==> src/rtl/pipeline_hazard_ctrl_pkg.sv <==
`default_nettype none
// ============================================================================
// Module      : pipeline_hazard_ctrl_pkg
// Description : Shared encodings for the pipeline hazard controller: EXE
//               operand-select codes, wait-FSM state type, forwarding helper.
// Revision    : 1.0 - initial release
// ============================================================================
package pipeline_hazard_ctrl_pkg;

    // EXE operand mux selects
    localparam logic [1:0] SEL_RF  = 2'b00;
    localparam logic [1:0] SEL_MEM = 2'b01;
    localparam logic [1:0] SEL_WB  = 2'b10;

    // Memory wait-state FSM
    typedef enum logic [0:0] {
        IDLE = 1'b0,
        WAIT = 1'b1
    } wait_state_t;

    // MEM result is younger than WB, so it wins when both match
    function automatic logic [1:0] fwd_sel(input logic en,
                                           input logic mem_hit,
                                           input logic wb_hit);
        logic [1:0] sel;
        sel = SEL_RF;
        if (en && mem_hit) begin
            sel = SEL_MEM;
        end else if (en && wb_hit) begin
            sel = SEL_WB;
        end
        return sel;
    endfunction

endpackage
`default_nettype wire

==> src/rtl/pipeline_hazard_ctrl_mem_wait.sv <==
`default_nettype none
// ============================================================================
// Module      : mem_wait_fsm
// Description : Wait-state FSM that holds the pipeline while a multi-cycle
//               data-memory access occupies MEM. Each access yields exactly
//               MEM_LAT-1 stall cycles; MEM_LAT=1 never stalls.
// Revision    : 1.0 - initial release
// ============================================================================
module mem_wait_fsm
    import pipeline_hazard_ctrl_pkg::*;
#(
    parameter int MEM_LAT = 1,
    parameter int LAT_W   = 8
) (
    input  logic clk,
    input  logic rst,
    input  logic i_mem_access,
    output logic o_stall_all,
    output logic o_mem_busy
);

    // The IDLE cycle that accepts the access is the first stall cycle, so
    // WAIT only needs to cover the remaining MEM_LAT-2 stall cycles.
    localparam logic [LAT_W-1:0] c_load  = LAT_W'((MEM_LAT > 1) ? (MEM_LAT - 2) : 0);
    localparam logic             c_multi = (MEM_LAT > 1);

    wait_state_t      r_state;
    logic [LAT_W-1:0] r_cnt;
    logic             r_mem_busy;
    logic             w_stall;

    // State, wait counter and registered busy flag
    always_ff @(posedge clk or posedge rst) begin
        if (rst) begin
            r_state    <= IDLE;
            r_cnt      <= '0;
            r_mem_busy <= 1'b0;
        end else begin
            case (r_state)
                IDLE: begin
                    if (i_mem_access && c_multi) begin
                        r_state    <= WAIT;
                        r_cnt      <= c_load;
                        r_mem_busy <= 1'b1;
                    end else begin
                        r_mem_busy <= 1'b0;
                    end
                end
                WAIT: begin
                    if (r_cnt == '0) begin
                        r_state    <= IDLE;
                        r_mem_busy <= 1'b0;
                    end else begin
                        r_cnt <= r_cnt - 1'b1;
                    end
                end
                default: begin
                    r_state    <= IDLE;
                    r_cnt      <= '0;
                    r_mem_busy <= 1'b0;
                end
            endcase
        end
    end

    // Stall request; forced low while reset is asserted
    always_comb begin
        w_stall = 1'b0;
        if (!rst) begin
            case (r_state)
                IDLE:    w_stall = i_mem_access && c_multi;
                WAIT:    w_stall = (r_cnt != '0);
                default: w_stall = 1'b0;
            endcase
        end
    end

    assign o_stall_all = w_stall;
    assign o_mem_busy  = r_mem_busy;

endmodule
`default_nettype wire

==> src/rtl/pipeline_hazard_ctrl.sv <==
`default_nettype none
// ============================================================================
// Module      : pipeline_hazard_ctrl
// Description : 5-stage pipeline control: operand forwarding selects, data
//               hazard detection, memory wait-state stall, branch flush
//               arbitration and saturating stall/flush performance counters.
// Revision    : 1.0 - initial release
// ============================================================================
module pipeline_hazard_ctrl
    import pipeline_hazard_ctrl_pkg::*;
#(
    parameter int REG_W   = 4,
    parameter int MEM_LAT = 1,
    parameter int LAT_W   = 8,
    parameter int CNT_W   = 32
) (
    input  logic             clk,
    input  logic             rst,
    input  logic             fwd_en,
    input  logic [REG_W-1:0] id_src1,
    input  logic [REG_W-1:0] id_src2,
    input  logic             id_two_src,
    input  logic [REG_W-1:0] exe_src1,
    input  logic [REG_W-1:0] exe_src2,
    input  logic [REG_W-1:0] exe_dest,
    input  logic             exe_wb_en,
    input  logic             exe_mem_r_en,
    input  logic [REG_W-1:0] mem_dest,
    input  logic             mem_wb_en,
    input  logic             mem_access,
    input  logic [REG_W-1:0] wb_dest,
    input  logic             wb_wb_en,
    input  logic             branch_taken,
    output logic [1:0]       sel_src1,
    output logic [1:0]       sel_src2,
    output logic             freeze_if,
    output logic             bubble_id,
    output logic             flush,
    output logic             stall_all,
    output logic             mem_busy,
    output logic [CNT_W-1:0] stall_cnt,
    output logic [CNT_W-1:0] flush_cnt
);

    logic             w_stall_all;
    logic             w_id_exe_hit;
    logic             w_id_mem_hit;
    logic             w_haz;
    logic             w_freeze;
    logic             w_bubble;
    logic             w_flush;
    logic             w_stall_evt;
    logic [CNT_W-1:0] r_stall_cnt;
    logic [CNT_W-1:0] r_flush_cnt;

    mem_wait_fsm #(
        .MEM_LAT (MEM_LAT),
        .LAT_W   (LAT_W)
    ) u_mem_wait (
        .clk          (clk),
        .rst          (rst),
        .i_mem_access (mem_access),
        .o_stall_all  (w_stall_all),
        .o_mem_busy   (mem_busy)
    );

    // Source-vs-destination matches; id_src2 only counts when it is read
    assign w_id_exe_hit = (id_src1 == exe_dest) || (id_two_src && (id_src2 == exe_dest));
    assign w_id_mem_hit = (id_src1 == mem_dest) || (id_two_src && (id_src2 == mem_dest));

    // With forwarding only a load in EXE cannot be bypassed in time;
    // without it any pending write in EXE or MEM must drain first.
    assign w_haz = fwd_en ? (exe_wb_en && exe_mem_r_en && w_id_exe_hit)
                          : ((exe_wb_en && w_id_exe_hit) || (mem_wb_en && w_id_mem_hit));

    // Forwarding selects for the EXE operand muxes
    assign sel_src1 = rst ? SEL_RF
                          : fwd_sel(fwd_en, mem_wb_en && (mem_dest == exe_src1),
                                    wb_wb_en && (wb_dest == exe_src1));
    assign sel_src2 = rst ? SEL_RF
                          : fwd_sel(fwd_en, mem_wb_en && (mem_dest == exe_src2),
                                    wb_wb_en && (wb_dest == exe_src2));

    // Priority: memory stall > branch flush > data hazard. A branch seen
    // during a stall stays in EXE and is flushed once the stall releases.
    always_comb begin
        w_freeze = 1'b0;
        w_bubble = 1'b0;
        w_flush  = 1'b0;
        if (!rst) begin
            if (w_stall_all) begin
                w_freeze = 1'b1;
            end else if (branch_taken) begin
                w_flush = 1'b1;
            end else if (w_haz) begin
                w_freeze = 1'b1;
                w_bubble = 1'b1;
            end
        end
    end

    assign w_stall_evt = w_stall_all || (w_haz && !branch_taken);

    // Saturating performance counters
    always_ff @(posedge clk or posedge rst) begin
        if (rst) begin
            r_stall_cnt <= '0;
            r_flush_cnt <= '0;
        end else begin
            if (w_stall_evt && (r_stall_cnt != '1)) begin
                r_stall_cnt <= r_stall_cnt + 1'b1;
            end
            if (w_flush && (r_flush_cnt != '1)) begin
                r_flush_cnt <= r_flush_cnt + 1'b1;
            end
        end
    end

    assign freeze_if = w_freeze;
    assign bubble_id = w_bubble;
    assign flush     = w_flush;
    assign stall_all = w_stall_all;
    assign stall_cnt = r_stall_cnt;
    assign flush_cnt = r_flush_cnt;

endmodule
`default_nettype wire

==> config.mk <==
export PLATFORM = sky130hd
export DESIGN_NAME = pipeline_hazard_ctrl
export DESIGN_NICKNAME = d
export VERILOG_FILES = /design/src/rtl/pipeline_hazard_ctrl_pkg.sv /design/src/rtl/pipeline_hazard_ctrl_mem_wait.sv /design/src/rtl/pipeline_hazard_ctrl.sv
export SDC_FILE = /design/constraint.sdc
export NUM_CORES = 1
export LEC_CHECK = 0
export ABC_AREA = 1
export CELL_PAD_IN_SITES_DETAIL_PLACEMENT = 1
export CELL_PAD_IN_SITES_GLOBAL_PLACEMENT = 1
export CORE_MARGIN = 1
export CORE_UTILIZATION = 39
export DETAILED_ROUTE_END_ITERATION = 12
export PLACE_DENSITY = 0.94
export SLEW_MARGIN = 10
export SYNTH_ARGS = -nofsm -noshare
export SYNTH_HDL_FRONTEND = slang
export SYNTH_SLANG_ARGS = --single-unit
==> constraint.sdc <==
create_clock -name clk -period 6.6 [get_ports clk]
set_clock_uncertainty 0.15 [all_clocks]
set_input_delay 0.99 -clock clk [delete_from_list [all_inputs] [get_ports clk]]
set_output_delay 0.99 -clock clk [all_outputs]
set_load 0.01 [all_outputs]
==> results.json <==
{
  "outcome": "completed",
  "yosysMostFrequentCell": "nand2_1",
  "clkLatencyLatePin_ns": 0.34,
  "holdPathStages": 2,
  "ys_warn_count": 0,
  "drtPass1Iterations": 4,
  "num_antenna_cells": 0,
  "dieArea_um2": 13300,
  "rsz0062_at_grt": "no",
  "syn_area_per_cell_um2": 6.90,
  "cts_buffer_depth": 2,
  "yosysTopAreaCell": "dfrtp_1",
  "gp_congestion": 0.883,
  "die_width_um": 115,
  "grt_max_degree": 75,
  "ir_drop_v": 0.000102,
  "yosysUniqueCellTypes": 32,
  "fin_crit_ns": 4.37,
  "cts_setup_buffers": 0,
  "viasPerCell": 5.14,
  "cts.repair.resized": 0,
  "ctsHoldBuffers": 0,
  "grt_pass1_vias": 5381,
  "synth_nets": 767,
  "yosysSeqAreaShare": 0.364,
  "r2r_end": "stall_cnt[8]",
  "slew_violations": 0,
  "antenna_left": 0,
  "cp.required_ns": 5.46,
  "crit_buf_inv": 5,
  "crit_path_end_kind": "output pin",
  "synth_commonest_cells": "nand2_1, dfrtp_1, nor2_1, inv_1, nand3_1",
  "cts_max_level": 3,
  "synth_cells": 726,
  "finalCritPeriodShare": 0.663,
  "port_buffers": 108,
  "maxSlewHeadroom": 0.357,
  "synth-edff-count": 0,
  "syn2layout_area_growth_pct": 30.5,
  "reg2reg_from": "u_mem_wait.r_cnt[0]",
  "clock_sinks": 73,
  "cts_tree": "built",
  "routedWlPerCell_um": 16.3,
  "synth-seq-cells": 73,
  "fmax_mhz": 229,
  "vias": 5194,
  "drt_iter0_drc": 291,
  "synth_area_um2": 5010,
  "grt_use_total": 0.263,
  "die_y_um": 115,
  "antenna_found_initial": 0,
  "fin_cells": 1010,
  "leakage_nw": 3.02,
  "drv_cap": 0,
  "cp.arrival_ns": 3.23,
  "slowest_delay_ns": 0.74,
  "crit_slowest_cell": "buf_4",
  "io_pins": 111,
  "start_util": 0.399,
  "grt_pass1_wl_um": 27000,
  "drc_errors": 0,
  "cpLargestDelayFamily": "buffers and inverters",
  "crit_fanout": 74,
  "setup_violations": 0,
  "fin_nets": 874,
  "holdPathEnd": "u_mem_wait.r_cnt[1]",
  "rr_worst_depth": 13,
  "path_class": "primary input to output pin",
  "hold_path_class": "flip-flop to flip-flop",
  "cts-root-buf": "clkbuf_16",
  "tns_ns": 0,
  "rows": 41,
  "ys_top_cells_by_area": "dfrtp_1, nand2_1, xor2_1",
  "ys_async_sr_fraction": 1.00,
  "dp_hpwl_um": 12000,
  "core_area_um2": 12600,
  "synthFlopType": "dfrtp_1",
  "power.density_nw_per_um2": 196,
  "min_from": "u_mem_wait.r_cnt[1]",
  "tightest_slew_ns": 0.964,
  "worst_setup_path_start_kind": "primary input",
  "rrSetupSlack_ns": 3.96,
  "overflow": 0,
  "numCtsBuffers": 9,
  "synth_top_area_share": 0.364,
  "clk_pin_slew_worst_paths_ns": 0.05,
  "worstPathCellList": "clkdlybuf4s50_1 > clkinv_2 > buf_4 > nand2_1 > inv_1 > clkdlybuf4s50_1",
  "critPathMostFrequentCell": "clkdlybuf4s50_1",
  "hold_viol_final": 0,
  "drive_gt1_frac": 0.0394,
  "dp.cells": 994,
  "drt-total-wl_um": 16500
}
## cell families after synthesis
group,Yosys count,synth area share
flops,73,0.364
fa+ha+maj,3,0.00749
compound gates,25,0.0265
buf+inv,72,0.0637
xor+xnor,77,0.135
simple gates,475,0.403
other cells,1,0.000748
## report_power, final
part | internal (mW) | leakage, nW | switching [mW]
sequential | 0.478 | 1.00 | 0.0438
combinational | 0.115 | 1.87 | 0.132
clock | 0.324 | 0.153 | 0.192
total | 0.917 | 3.02 | 0.368
## placed cells by master, fill, tap and decap left out, drive strengths merged
master	count
nand2	285
clkdlybuf4s50	108
nor2	74
dfrtp	73
inv	56
nand3	52
xor2	51
nor3	38
xnor2	26
o21ai	21
clkbuf	14
nand4	12
nor4	6
or2	4
nand3b	3
ha	3
buf	3
clkinv	2
a21oi	2
a21boi	1
nor3b	1
o311a	1
conb	1
bufinv	1
## layout make-up
| cell class | count | area, um^2 |
|---|---|---|
| multi-input combinational | 581 | 2870 |
| clock inverter | 2 | 35.0 |
| fill | 1608 | 6030 |
| clock buffer | 14 | 274 |
| sequential | 73 | 1830 |
| tap | 172 | 215 |
| inverter | 57 | 220 |
| timing repair buffer | 111 | 1100 |
## sequential cells by signal, indices dropped and copies added (netlist names)
name,cells
flush_cnt,32
stall_cnt,32
u_mem_wait.r_cnt,8
u_mem_wait.r_state,1
## worst register-to-register path, delay by kind of cell (launching register included)
family	cells	cell delay, ns
adder cells (fa/ha/maj)	1	0.25
buffers and inverters	3	0.54
flip-flops	1	0.32
AND/OR/NAND/NOR	9	1.26
## stage by stage
stage | area [um^2] | setup WS (ns) | power (mW) | hold slack [ns] | util
2_1_floorplan | 5010 | 2.12 | 0.645 | 0.317 | -
5_1_grt | 6540 | 2.00 | 1.34 | 0.396 | 0.520
3_5_place_dp | 6230 | 2.13 | 0.773 | 0.360 | 0.496
4_1_cts | 6540 | 2.14 | 1.29 | 0.381 | 0.520
3_3_place_gp | 6230 | 2.15 | 0.763 | 0.332 | 0.496
6_report | 6540 | 2.23 | 1.28 | 0.372 | 0.520
## how the worst max path moves through the flow
stage               startpoint           to  slack, ns  depth (start not counted)
finish                     rst    stall_all       2.23                          6
global route               rst    stall_all       2.00                          6
CTS                        rst    stall_all       2.14                          6
detailed placement         rst    stall_all       2.13                          6
global placement           rst    stall_all       2.15                          6
floorplan                  rst  sel_src1[1]       2.12                          4
## metal layers
layer | GRT usage | part of all wire | vias to the layer above
li1 | - | - | 2506
met1 | 0.311 | 0.42 | 2508
met2 | 0.467 | 0.50 | 132
met3 | 0.0469 | 0.037 | 48
met4 | 0.110 | 0.034 | 0
met5 | 0 | 0 | -
No activity file was read; power rests on OpenSTA's default activity.
